$ cat src/rtl/thresholding_pkg.sv
// Shared helpers for the thresholding core and its stream adapters.
package thresholding_pkg;

  // AXI-stream data width: bit count rounded up to whole bytes.
  function automatic int axis_width(int w);
    return ((w + 7) / 8) * 8;
  endfunction

  // Counter width able to hold 0..n-1; never narrower than one bit.
  function automatic int cnt_bits(int n);
    return (n < 2) ? 1 : $clog2(n);
  endfunction

endpackage

$ cat src/rtl/thresholding_out_packer.sv
// Packs K consecutive W-bit channel values into one wide AXI-stream word.
// A partial word is zero-padded and flushed at the last channel of a pixel,
// and tlast marks the word holding channel C-1.
module thresholding_out_packer
  import thresholding_pkg::*;
#(
  parameter int unsigned W = 4,
  parameter int unsigned K = 3,
  parameter int unsigned C = 8
) (
  input  logic                           clk,
  input  logic                           rst,
  output logic                           s_axis_tready,
  input  logic                           s_axis_tvalid,
  input  logic [axis_width(W)-1:0]       s_axis_tdata,
  input  logic                           m_axis_tready,
  output logic                           m_axis_tvalid,
  output logic [axis_width(K*W)-1:0]     m_axis_tdata,
  output logic                           m_axis_tlast
);

  localparam int unsigned OW = axis_width(K * W);
  localparam int unsigned AW = K * W;
  localparam int PB = cnt_bits(K);
  localparam int CB = cnt_bits(C);
  localparam logic [PB-1:0] PosMax = PB'(K - 1);
  localparam logic [CB-1:0] ChnMax = CB'(C - 1);

  logic [AW-1:0] acc_q, acc_d;
  logic [PB-1:0] pos_q, pos_d;
  logic          pos_last_q, pos_last_d;
  logic [CB-1:0] chn_q, chn_d;
  logic          chn_last_q, chn_last_d;
  logic          ovld_q, ovld_d;
  logic [OW-1:0] odata_q, odata_d;
  logic          olast_q, olast_d;

  logic [W-1:0]  elem;
  logic [AW-1:0] word;
  logic          accept;
  logic          complete;
  logic          unused_tdata;

  // Only the low W bits carry the element; the byte padding is ignored.
  assign elem         = s_axis_tdata[W-1:0];
  assign unused_tdata = ^s_axis_tdata;

  // Stall input only while a finished word is waiting on downstream.
  assign s_axis_tready = !ovld_q || m_axis_tready;
  assign accept        = s_axis_tvalid && s_axis_tready;
  assign complete      = accept && (pos_last_q || chn_last_q);

  assign m_axis_tvalid = ovld_q;
  assign m_axis_tdata  = odata_q;
  assign m_axis_tlast  = olast_q;

  // Accumulator with the incoming element merged into slot pos; later slots zeroed.
  always_comb begin
    word = acc_q;
    for (int i = 0; i < int'(K); i++) begin
      if (PB'(i) == pos_q) begin
        word[i*W +: W] = elem;
      end else if (PB'(i) > pos_q) begin
        word[i*W +: W] = '0;
      end
    end
  end

  // Slot and channel counters with registered last flags.
  always_comb begin
    acc_d      = acc_q;
    pos_d      = pos_q;
    pos_last_d = pos_last_q;
    chn_d      = chn_q;
    chn_last_d = chn_last_q;
    if (accept) begin
      if (complete) begin
        pos_d = '0;
        acc_d = '0;
      end else begin
        pos_d = pos_q + 1'b1;
        acc_d = word;
      end
      pos_last_d = (pos_d == PosMax);
      chn_d      = chn_last_q ? '0 : chn_q + 1'b1;
      chn_last_d = (chn_d == ChnMax);
    end
  end

  // Output register: load on completion, otherwise drain on downstream ready.
  always_comb begin
    ovld_d  = ovld_q;
    odata_d = odata_q;
    olast_d = olast_q;
    if (complete) begin
      ovld_d  = 1'b1;
      odata_d = OW'(word);
      olast_d = chn_last_q;
    end else if (m_axis_tready) begin
      ovld_d = 1'b0;
    end
  end

  // State registers, synchronous reset discards any partial or pending word.
  always_ff @(posedge clk) begin
    if (rst) begin
      acc_q      <= '0;
      pos_q      <= '0;
      pos_last_q <= (K == 1);
      chn_q      <= '0;
      chn_last_q <= (C == 1);
      ovld_q     <= 1'b0;
      odata_q    <= '0;
      olast_q    <= 1'b0;
    end else begin
      acc_q      <= acc_d;
      pos_q      <= pos_d;
      pos_last_q <= pos_last_d;
      chn_q      <= chn_d;
      chn_last_q <= chn_last_d;
      ovld_q     <= ovld_d;
      odata_q    <= odata_d;
      olast_q    <= olast_d;
    end
  end

endmodule

$ cat config.mk
export PLATFORM = sky130hd
export DESIGN_NAME = thresholding_out_packer
export DESIGN_NICKNAME = d
export VERILOG_FILES = /design/src/rtl/thresholding_pkg.sv /design/src/rtl/thresholding_out_packer.sv
export SDC_FILE = /design/constraint.sdc
export NUM_CORES = 1
export LEC_CHECK = 0
export BUFFER_PORTS_ARGS = -buffer_cell sky130_fd_sc_hd__buf_2
export CAP_MARGIN = 40
export CELL_PAD_IN_SITES_DETAIL_PLACEMENT = 0
export CELL_PAD_IN_SITES_GLOBAL_PLACEMENT = 1
export CORE_MARGIN = 2
export CORE_UTILIZATION = 44
export DETAILED_ROUTE_END_ITERATION = 8
export PLACE_DENSITY = 0.81
export REMOVE_ABC_BUFFERS = 1
export SYNTH_ARGS = -nofsm -noshare
export SYNTH_HDL_FRONTEND = slang
export SYNTH_SLANG_ARGS = --single-unit
$ cat constraint.sdc
create_clock -name clk -period 3.8 [get_ports clk]
set_input_delay 0.19 -clock clk [delete_from_list [all_inputs] [get_ports clk]]
set_output_delay 0.19 -clock clk [all_outputs]
set_load 0.03 [all_outputs]
==> flow_summary.ini, run 1 <==
[final_layout]
fill_cells = 344
layout-drive-gt1-share = 0.187
areaGrowthSynthToFinish_pct = 9.64
final_common_cell = dfxtp_1
stdcell_area_mm2 = 0.00171
utilization = 0.508
fin_cells = 228
fin_nets = 197
diodes = 0
most-common-layout-cells = dfxtp_1 (33), buf_2 (22), a21oi_1 (19)

[placed_design]
place_ws_ns = 1.90
place_congestion = 0.739
dp.cells = 220
portBuffers = 22
post-dp-hpwl_um = 2350
dpl_cell_area_mm2 = 0.00164

[logic_synthesis]
syn_inst = 168
synth.cell_area_mm2 = 0.00156
synth_edf_count = 0
yosysUniqueCellTypes = 31
synth_warnings = 0
ys_seq_area_frac = 0.424
syn_avg_cell_area_um2 = 9.27
synth_flop_cell = dfxtp_1
synth_top_area_share = 0.424
synth.largest_area_cell = dfxtp_1
synth-seq-cells = 33
synth.area.top_cells = dfxtp_1 (42%), a311oi_1 (6.7%), a21oi_1 (6.1%)
synth-async-reset-ratio = 0

[power]
p_per_area_mw_per_mm2 = 400
ir_drop_uv = 173
p_leak_nw = 0.645
fin_total_pwr_uw = 684

[sta]
rsz0062_at_grt = false
layout_setup_ws_ns = 1.95
hold_slack_ns = 0.172
max_slew_margin = 0.462
min_period_ns = 1.85
setup_viol = 0
fmax_mhz = 542
layout_worst_path_cycle_share = 0.486
maxSlewViolCount = 0
worst_slew_pin_slew_ns = 0.807
finalHoldViolCount = 0
skew_ns = 0.00694
fin_setup_tns_ns = 0

[cts]
ctsResizeCount = 0
cts_sinks = 33
clk_latency_ns = 0.33
cts_setup_buffers = 0
clk_path_buf_depth = 2
cts_tree = built
root_buffer = clkbuf_4
cts.htree.levels = 2
cts_hold_buf = 0
cts.clk_slew.worst_paths_ns = 0.11
cts_made_buffers = 5

[die]
ios = 31
fp.dieW_um = 63.5
start_util = 0.463
placementRows = 21
core_area_mm2 = 0.00336
dieArea_mm2 = 0.00403
die_h_um = 63.5

[routing]
firstDrtPassIters = 4
viasPerCell = 5.86
wl_per_cell_um = 15.7
drt-total-wl_um = 3580
vias = 1337
route.detailed.drc = 0
antenna_left = 0
detail_route.iter0.violations = 74

[critical_path]
path_buf_inv = 1
start_kind = flop
crit_family = simple AND/OR/NAND/NOR gates
slowest_delay_ns = 0.51
worstSetupPathType = flop to flop
cp_cell_sequence = inv_1 > ha_1 > nor3b_1 > nand4_1 > a21oi_1
endpoint_kind = flop
required_ns = 4.07
path_max_fanout = 10
crit_arrival_ns = 2.11
slowest_stage = nor3b_1

[global_routing]
grt_max_degree = 30
overflow = 0
first_global_vias = 1274
grt_antenna_before_repair = 0
grt.total_usage = 0.195
grt_pass1_wl_um = 6080

[status]
status = completed

[worst_hold_path]
hold_path_class = input pin to flop

[job]
max_cap_violations = 0
sequential cells by signal, indices dropped and copies added, names as in the netlist:
name           cells
chn_q              3
pos_last_q         1
m_axis_tlast       1
chn_last_q         1
pos_q              2
m_axis_tvalid      1
m_axis_tdata      12
acc_q             12
cells in the mapped netlist, drive strengths merged (5+ instances only):
master	instances
a21oi	19
a311oi	12
a31oi	13
buf	11
clkbuf	11
dfxtp	33
inv	6
nand4	8
nor3b	6
o21ai	5
o2bb2ai	8
o31ai	6
per-layer routing:
layer	global-route usage	wire length (µm)
met5	0	0
met4	0.0842	46
met3	0.0589	206
met2	0.308	1700
met1	0.244	1620
power breakdown:
| group | internal (mW) | total (mW) | switching [mW] |
|---|---|---|---|
| sequential | 0.357 | 0.365 | 0.00776 |
| clock | 0.107 | 0.228 | 0.120 |
| combinational | 0.0306 | 0.0910 | 0.0604 |
| total | 0.495 | 0.684 | 0.189 |
worst min-delay path, stage by stage:
cell and delay, ns:
buf_2 0.13, nand4_1 0.08, a21oi_1 0.06
layout make-up:
class	count	area, µm²	area share
Sequential cell	33	661	0.387
Clock inverter	1	5.00	0.00293
Multi-Input combinational cell	109	761	0.445
Clock buffer	7	65.1	0.0381
Inverter	7	26.3	0.0154
Tap cell	46	57.6	0.0337
Timing Repair Buffer	25	133	0.0777
final timing paths:
path / to / cells past startpoint / startpoint / slack [ns]
setup / recovery: acc_q[0] / 5 / pos_q[1] / 1.95
hold / removal: acc_q[3] / 3 / s_axis_tdata[3] / 0.17
setup reg to reg: acc_q[0] / 5 / pos_q[1] / 1.95
hold reg to reg: acc_q[7] / 1 / acc_q[7] / 0.47
cell families after synthesis:
| group | count (synthesis) | share of synthesized area |
|---|---|---|
| flops | 33 | 0.424 |
| compound gates | 64 | 0.276 |
| simple gates | 32 | 0.139 |
| buf+inv | 29 | 0.0948 |
| mux | 4 | 0.0257 |
| other cells | 1 | 0.00241 |
| xor+xnor | 1 | 0.00562 |
| fa+ha+maj | 4 | 0.0321 |
Power figures use the tool's default switching activity.
==> run 2: changes to the inputs <==
Settings changed: ABC_AREA set to 1, CORE_UTILIZATION 44 to 38, PLACE_DENSITY 0.81 to 0.74.
Clock period 3.8 ns to 1.8 ns, I/O delays scaled along.
==> flow_summary.ini, run 2 <==
[logic_synthesis]
synth.cell_area_mm2 = 0.00148
synth.largest_area_cell = dfxtp_1
yosysUniqueCellTypes = 21
synth_top_area_share = 0.446
synth-async-reset-ratio = 0
synth_warnings = 0
syn_avg_cell_area_um2 = 7.40
synth_flop_cell = dfxtp_1
synth_edf_count = 0
yosysMostFrequentCell = nand2_1
syn_inst = 200
ys_top_cells_by_count = nand2_1 (49), dfxtp_1 (33), a21oi_1 (25)
ys_seq_area_frac = 0.446
synth.area.top_cells = dfxtp_1 (45%), nand2_1 (12%), a21oi_1 (8.5%)
synth-seq-cells = 33

[routing]
viasPerCell = 4.74
firstDrtPassIters = 4
antenna_left = 0
route.detailed.drc = 0
wl_per_cell_um = 11.8
vias = 1276
detail_route.iter0.violations = 47
drt-total-wl_um = 3180

[sta]
setup_viol = 0
finalHoldViolCount = 0
min_period_ns = 1.48
fin_setup_tns_ns = 0
maxSlewViolCount = 0
layout_worst_path_cycle_share = 0.821
fmax_mhz = 676
rsz0062_at_grt = false
skew_ns = 0.00289

[global_routing]
grt.total_usage = 0.156
grt_antenna_before_repair = 0
grt_pass1_wl_um = 5200
overflow = 0
first_global_vias = 1150
grt_max_degree = 24

[die]
core_area_mm2 = 0.00372
placementRows = 22
fp.dieW_um = 66.4
die_h_um = 66.4
dieArea_mm2 = 0.00441
ios = 31
start_util = 0.398

[cts]
ctsResizeCount = 0
cts.clk_slew.worst_paths_ns = 0.06
cts_tree = built
clk_latency_ns = 0.28
cts_sinks = 33
cts_made_buffers = 5
cts.htree.levels = 2
cts_setup_buffers = 0
clk_path_buf_depth = 2
root_buffer = clkbuf_8
cts_hold_buf = 0

[final_layout]
areaGrowthSynthToFinish_pct = 13.0
final_common_cell = nand2_1
layout-drive-gt1-share = 0.176
fin_nets = 237
fill_cells = 389
diodes = 0
most-common-layout-cells = nand2_1 (49), dfxtp_1 (33), a21oi_1 (25)
utilization = 0.450
stdcell_area_mm2 = 0.00167

[job]
max_cap_violations = 0

[placed_design]
portBuffers = 22
dpl_cell_area_mm2 = 0.00159
place_congestion = 0.740
post-dp-hpwl_um = 2170

[power]
p_per_area_mw_per_mm2 = 892
p_leak_nw = 0.721
ir_drop_uv = 446
fin_total_pwr_mw = 1.49

[worst_hold_path]
hold_path_class = input pin to flop
min_path_cells = 4

[critical_path]
endpoint_kind = flop
worstRegToRegCells = 7
start_kind = flop
crit_arrival_ns = 1.69
required_ns = 2.01
worstSetupPathType = flop to flop
path_max_fanout = 12

[status]
status = completed
## run 2: cell count changes in the layout (fill, tap and decap cells not counted), moves of 6 or more
cell / previous run / this run
a21oi_1: 19 / 25
a311oi_1: 12 / 0
a31oi_1: 13 / 0
inv_1: 6 / 15
nand2_1: 0 / 49
nand4_1: 8 / 2
nor2_1: 3 / 18
nor3b_1: 6 / 0
o21ai_0: 5 / 22
o2bb2ai_1: 8 / 0
o31ai_1: 6 / 0
## run 2: cell families (layout without fill, tap and decap cells)
kind of cell	Yosys count	after routing	share of synthesized area
other	1	4	0.00253
adder cells (fa/ha/maj)	4	4	0.0338
AND/OR/NAND/NOR	85	85	0.249
AO/OA/AOI/OAI	48	48	0.170
flip-flops	33	33	0.446
buffers and inverters	29	47	0.0989
## run 2: final timing paths
check                   from         endpoint  slack [ns]
max reg2reg         pos_q[1]         acc_q[6]        0.32
min            m_axis_tready    m_axis_tvalid        0.17
min reg2reg  m_axis_tdata[3]  m_axis_tdata[3]        0.46
max                 pos_q[1]         acc_q[6]        0.32
## run 2: power by group
| part | internal (mW) | total (mW) | switching (mW) |
|---|---|---|---|
| combinational | 0.0485 | 0.170 | 0.122 |
| sequential | 0.755 | 0.771 | 0.0161 |
| clock | 0.303 | 0.551 | 0.248 |
## run 2: critical path, cell delays in order, from the launching register on
cell and delay, ns:
dfxtp_1 0.45, inv_1 0.09, ha_1 0.18, inv_1 0.24
nand3_1 0.11, o21ai_0 0.14, nand2_1 0.08, a21oi_1 0.12
## run 2: through the flow
stage	hold WS (ns)	worst slack (ns)	std cells
4_1_cts	0.173	0.308	269
6_report	0.172	0.321	269
3_5_place_dp	0.453	0.343	262
2_1_floorplan	0.159	0.362	191
5_1_grt	0.204	0.0889	269
3_3_place_gp	0.444	0.379	262
## run 2: cell type report
type | instances | area (µm²) | share of cell area
Multi-Input combinational cell | 141 | 684 | 0.409
Inverter | 17 | 63.8 | 0.0381
Clock buffer | 7 | 86.3 | 0.0516
Tap cell | 48 | 60.1 | 0.0359
Sequential cell | 33 | 661 | 0.395
Timing Repair Buffer | 23 | 118 | 0.0703
## run 2: metal layers
metal / part of all wire / vias up / GRT usage / wire length, µm
met3: 0.039 / 4 / 0.0358 / 124
met1: 0.48 / 573 / 0.188 / 1510
met4: 0.011 / 0 / 0.0612 / 35
met2: 0.47 / 28 / 0.268 / 1510
met5: 0 / - / 0 / 0
li1: - / 671 / - / -
